$ cat config.mk
export PLATFORM = sky130hd
export DESIGN_NAME = sample_framer
export DESIGN_NICKNAME = d
export VERILOG_FILES = /design/src/rtl/sample_framer.sv
export SDC_FILE = /design/constraint.sdc
export NUM_CORES = 2
export LEC_CHECK = 0
export ABC_CLOCK_PERIOD_IN_PS = 23400
export CORE_AREA = 5 5 614 616
export DETAILED_ROUTE_END_ITERATION = 16
export DIE_AREA = 0 0 619 621
export GPL_TIMING_DRIVEN = 0
export PLACE_DENSITY = 0.62
export SYNTH_ARGS = -nofsm -noshare
export SYNTH_HDL_FRONTEND = slang
export SYNTH_SLANG_ARGS = --single-unit
$ cat constraint.sdc
create_clock -name clk -period 23.4 [get_ports clk]
set_input_delay 4.68 -clock clk [delete_from_list [all_inputs] [get_ports clk]]
set_output_delay 4.68 -clock clk [all_outputs]
set_load 0.005 [all_outputs]
$ cat src/rtl/sample_framer.sv
// Sliding-window framer: keeps the last FRAME_LEN samples and snapshots them every HOP samples.
// Latency: frame_out/frame_valid update on the edge that accepts the triggering sample.
// Backpressure: none; in_valid may be high every cycle, downstream must read frame_out within HOP samples.
module sample_framer #(
    parameter int DATA_WIDTH = 12,
    parameter int FRAME_LEN  = 128,
    parameter int HOP        = 64
) (
    input  logic                  clk,
    input  logic                  rst,
    input  logic [DATA_WIDTH-1:0] in_sample,
    input  logic                  in_valid,
    output logic [DATA_WIDTH-1:0] frame_out [0:FRAME_LEN-1],
    output logic                  frame_valid,
    output logic [15:0]           frame_idx,
    output logic                  filling
);
    localparam int FILL_W = $clog2(FRAME_LEN) + 1;
    localparam int HOP_W  = $clog2(HOP) + 1;
    localparam logic [FILL_W-1:0] FILL_LAST = FILL_W'(FRAME_LEN - 1);
    localparam logic [HOP_W-1:0]  HOP_LAST  = HOP_W'(HOP - 1);

    typedef enum logic {FILL, RUN} state_t;

    state_t                state;
    state_t                state_nxt;
    logic [FILL_W-1:0]     fill_cnt;
    logic [FILL_W-1:0]     fill_cnt_nxt;
    logic [HOP_W-1:0]      hop_cnt;
    logic [HOP_W-1:0]      hop_cnt_nxt;
    logic                  emit;
    logic [DATA_WIDTH-1:0] hist         [0:FRAME_LEN-1];
    logic [DATA_WIDTH-1:0] hist_shifted [0:FRAME_LEN-1];

    // History as it looks once in_sample has been shifted in; feeds both the chain and the snapshot
    always_comb begin
        for (int i = 0; i < FRAME_LEN - 1; i++) begin
            hist_shifted[i] = hist[i+1];
        end
        hist_shifted[FRAME_LEN-1] = in_sample;
    end

    // Next state, counters and emit decision; the sample that completes a fill or a hop emits
    always_comb begin
        state_nxt    = state;
        fill_cnt_nxt = fill_cnt;
        hop_cnt_nxt  = hop_cnt;
        emit         = 1'b0;
        if (in_valid) begin
            case (state)
                FILL: begin
                    fill_cnt_nxt = fill_cnt + FILL_W'(1);
                    if (fill_cnt == FILL_LAST) begin
                        emit        = 1'b1;
                        state_nxt   = RUN;
                        hop_cnt_nxt = '0;
                    end
                end
                RUN: begin
                    if (hop_cnt == HOP_LAST) begin
                        emit        = 1'b1;
                        hop_cnt_nxt = '0;
                    end else begin
                        hop_cnt_nxt = hop_cnt + HOP_W'(1);
                    end
                end
            endcase
        end
    end

    // State and counter registers
    always_ff @(posedge clk) begin
        if (rst) begin
            state    <= FILL;
            fill_cnt <= '0;
            hop_cnt  <= '0;
        end else begin
            state    <= state_nxt;
            fill_cnt <= fill_cnt_nxt;
            hop_cnt  <= hop_cnt_nxt;
        end
    end

    // History shift chain: oldest at index 0, holds while in_valid is low
    always_ff @(posedge clk) begin
        if (rst) begin
            for (int i = 0; i < FRAME_LEN; i++) begin
                hist[i] <= '0;
            end
        end else if (in_valid) begin
            for (int i = 0; i < FRAME_LEN; i++) begin
                hist[i] <= hist_shifted[i];
            end
        end
    end

    // Frame snapshot register, strobe and frame counter; snapshot only moves on emit
    always_ff @(posedge clk) begin
        if (rst) begin
            for (int i = 0; i < FRAME_LEN; i++) begin
                frame_out[i] <= '0;
            end
            frame_valid <= 1'b0;
            frame_idx   <= '0;
        end else begin
            frame_valid <= emit;
            if (emit) begin
                for (int i = 0; i < FRAME_LEN; i++) begin
                    frame_out[i] <= hist_shifted[i];
                end
                frame_idx <= frame_idx + 16'd1;
            end
        end
    end

    assign filling = (state == FILL);

endmodule

Yosys cells after proc, flatten, opt, wreduce, memory -nomap -nowiden
Memories as Yosys holds them, arrays and structs flattened. Index checks and enable logic that the tools add are counted.

Bits in registers: 1569. Bits in writable memories: 1536. Input bits: 15. Output and inout bits: 1554. Memories: 1.

Memory list: hist (depth 128, bits a word 12, read ports 127, clocked after Yosys merged registers in 0, write ports 128, RTL line 32) `logic [DATA_WIDTH-1:0] hist [0:FRAME_LEN-1];`.

Add/sub/neg operators: 3. Equal/unequal tests: 3. Muxes and demuxes: 141. Bitwise operators: 129. Reduce and logical (&&, ||, !) cells: 2.

Operators by type and width (number): $mux W12 (128); $or A1 B1 Y1 (128); $add A16 B1 Y16 const B (1); $mux W7 (2); $pmux W7 S2 (1); $mux W1 (9); $add A8 B1 Y8 const B (1); $eq A8 B7 Y1 const B (1); $add A7 B1 Y7 const B (1); $eq A7 B6 Y1 const B (1); $reduce_and A2 Y1 (2); $ne A2 B1 Y1 const B (1); $pmux W1 S2 (1); $not A1 Y1 (1).

Longest topological paths before layout
Word-level depth: 4. Gate-level depth with buffers: 9. Mapped depth without buffers: 5.

Worst setup path before layout
Ideal clock, no wire load.

Path type: input port to flip-flop. Start point: input port rst. End point: memory hist[83][4] (netlist: hist[0][1000]) (enable). Arrival: 23.508 ns. Path slack: -1.391 ns. Stages: 4. Buffers on the path: 3. Path through: clkbuf_1 -> clkbuf_1 -> clkbuf_1 -> or2_2.

RTL lines: start, declared (RTL line 10) `input logic rst,`; end, declared (RTL line 32).

==> qor.csv <==
stage,metric,value,unit
status,status,"finished, final reports clean",
timing,unrepaired setup endpoints after global routing,no,
detailed_routing,Residual DRC,0,
timing,worst slew pin tran,1360,ps
flow_run,maxcap violations,0,
detailed_routing,routed len/inst,26.9,um
timing,slew margin rel.,9.57,%
timing,Min Hold Slack,460,ps
global_route,largest net degree at the start of global routing,71,
clocking,Clock Sinks,3093,
synth,main area contributors after synthesis,"edfxtp_1, dfxtp_1, a21oi_1",
layout,Area Overhead vs Synth,29.5,%
global_route,GR Overflow Total,0,
timing,FMAX,0.105,GHz
synth,cell count after synthesis,10400,
clocking,cts bufs inserted,334,
layout,share of cells above drive strength 1,4.55,%
clocking,later-pin clock latency in the skew report,970,ps
global_route,initial antenna violation count,21,
detailed_routing,DR vias,90000,
die,# rows,224,
setup_path,CP Data Arrival Time,10080,ps
global_route,Total GRT Usage,23.4,%
detailed_routing,Pre-antenna DRT Iters,6,
setup_path,worst-path fanout max,67,
setup_path,WS Path Type,in -> reg,
detailed_routing,drt total wl,474000,um
clocking,CTS root buf,clkbuf_16,
synth,Post-Syn Area,115000,um^2
global_route,vias in the first global route,85400,
die,Die Width,619,um
clocking,post_cts resized,0,
setup_path,CP endpoint kind,flop,
global_route,first-pass GRT wire length,652000,um
power,P_leak,0.0492,uW
setup_path,CP required,23990,ps
clocking,CTS max path bufs,4,
synth,dominant register cell in the synthesized netlist,dfxtp_1,
synth,most instantiated cells after synthesis,"dfxtp_1, a21oi_1, o21ai_0",
die,Initial Utilization,30.9,%
die,die height,621,um
synth,Post-synth EDFFs,1524,
timing,Tmin final,9490,ps
clocking,Post-CTS Hold Buffers,0,
worst_hold_path,HP Class,reg -> reg,
detailed_routing,ANT nets after route,0,
clocking,Clock transition at path regs,60,ps
synth,post-synthesis sequential area ratio,67.3,%
place,post-DP HPWL,368000,um
layout,Final #Nets,12400,
timing,Setup WS post-layout,13910,ps
power,Pwr Total,11600,uW
die,die area,384000,um^2
detailed_routing,Vias/cell,5.11,
setup_path,Startpoint Class,input pin,
power,PwrDens,78.4,nW/um^2
synth,most common cell in the netlist,dfxtp_1,
timing,Setup TNS,0,ps
synth,syn_area_per_cell,11.0,um^2
synth,Yosys cell types,38,
die,io pins,1569,
place,Setup WS pre-CTS,12870,ps
timing,Final Hold Vio Count,0,
clocking,CTS HTree Levels,5,
synth,Yosys reg bits,3093,
clocking,TritonCTS clock tree,done,
timing,clock skew after layout,74.4,ps
synth,Syn. warnings,0,
synth,Post-Syn Nets,10400,
place,Buffers on Ports,1568,
timing,setup violators final,0,
power,worst vdd ir,55.6,uV
layout,filler instances,35900,
synth,largest area contributor in the netlist,edfxtp_1,
detailed_routing,DRT iter0 DRCs,9100,
timing,max-slew violation count,0,
synth,asr flop ratio synth,0,%
die,core area,371000,um^2
synth,top-area cell type share of the netlist area,39.9,%
timing,fin crit share,40.6,%
clocking,Post-CTS Setup Bufs,0,
place,GPL Wtd Cong,0.943,
[worst max-delay path, stage by stage]
cell and delay (ps):
clkdlybuf4s50_1 510, clkbuf_2 390, clkbuf_2 520, buf_12 260, clkbuf_1 480, or2_4 680, buf_16 340, buf_16 340
buf_16 330, buf_16 280, buf_16 300, buf_16 310, buf_16 340
[sequential cells by signal, indices dropped and copies added, names as in the netlist]
| signal | flops |
|---|---|
| frame_valid | 1 |
| frame_out | 1536 |
| state | 1 |
| fill_cnt | 8 |
| hist | 1524 |
| frame_idx | 16 |
| hop_cnt | 7 |
[through the flow]
stage	util (%)	cells	area (um^2)
global placement	36.8	17000	137000
CTS	40.1	17600	149000
detailed placement	37.1	17000	138000
floorplan	-	10400	115000
global route	40.1	17600	149000
finish	40.1	17600	149000
[final cells by class]
type	instances	area (um^2)	share of cell area, %
inverter	2	7.51	0.00505
timing repair buffer	1602	16600	11.2
multi-input combinational	6289	33600	22.6
buffer	1034	3940	2.65
antenna	12	30.0	0.0202
tap	4972	6220	4.19
clock inverter	155	1490	1.00
sequential	3093	77200	51.9
clock buffer	469	9540	6.42
[per-layer routing]
metal  global-route usage (%)  wire [um]
met4                     14.6      35400
met5                        0         54
met2                     37.8     220000
met3                     4.94      34600
met1                     28.5     184000
[power breakdown]
| part | switching (uW) | internal [uW] |
|---|---|---|
| logic | 195 | 93.0 |
| clock network | 2320 | 3010 |
| registers | 143 | 5890 |
[cells in the final DEF (no fill, tap or decap), drive strengths merged, types with 5 or more instances in the layout]
| cell | instances |
|---|---|
| clkbuf | 1311 |
| clkinvlp | 8 |
| clkinv | 125 |
| nand3 | 1542 |
| clkdlybuf4s50 | 1568 |
| buf | 226 |
| inv | 12 |
| and2 | 782 |
| nand2 | 20 |
| nor2b | 760 |
| dfxtp | 1569 |
| diode | 12 |
| nand4 | 7 |
| a21oi | 1552 |
| edfxtp | 1524 |
| a211oi | 5 |
| nor2 | 22 |
| o21ai | 1545 |
| nor3 | 5 |
| bufinv | 12 |
| mux2 | 14 |
[cell families after synthesis]
family,synth area share (%)
xor+xnor,0.0534
buf+inv,3.43
simple gates,15.5
fa+ha+maj,0.0327
mux,0.137
compound gates,13.6
flops,67.3
[final timing paths]
kind / from / end / slack (ps) / cells after the start
hold reg to reg: frame_out[718]$_SDFFE_PP0P_ / frame_out[718]$_SDFFE_PP0P_ / 460 / 2
hold / removal: frame_out[718]$_SDFFE_PP0P_ / frame_out[718]$_SDFFE_PP0P_ / 460 / 2
setup reg to reg: fill_cnt[0]$_SDFFE_PP0P_ / frame_out[1194]$_SDFFE_PP0P_ / 19210 / 8
setup / recovery: rst / hist[0][943]$_SDFFCE_PP0P_ / 13910 / 13
Power figures use the tool's default switching activity.
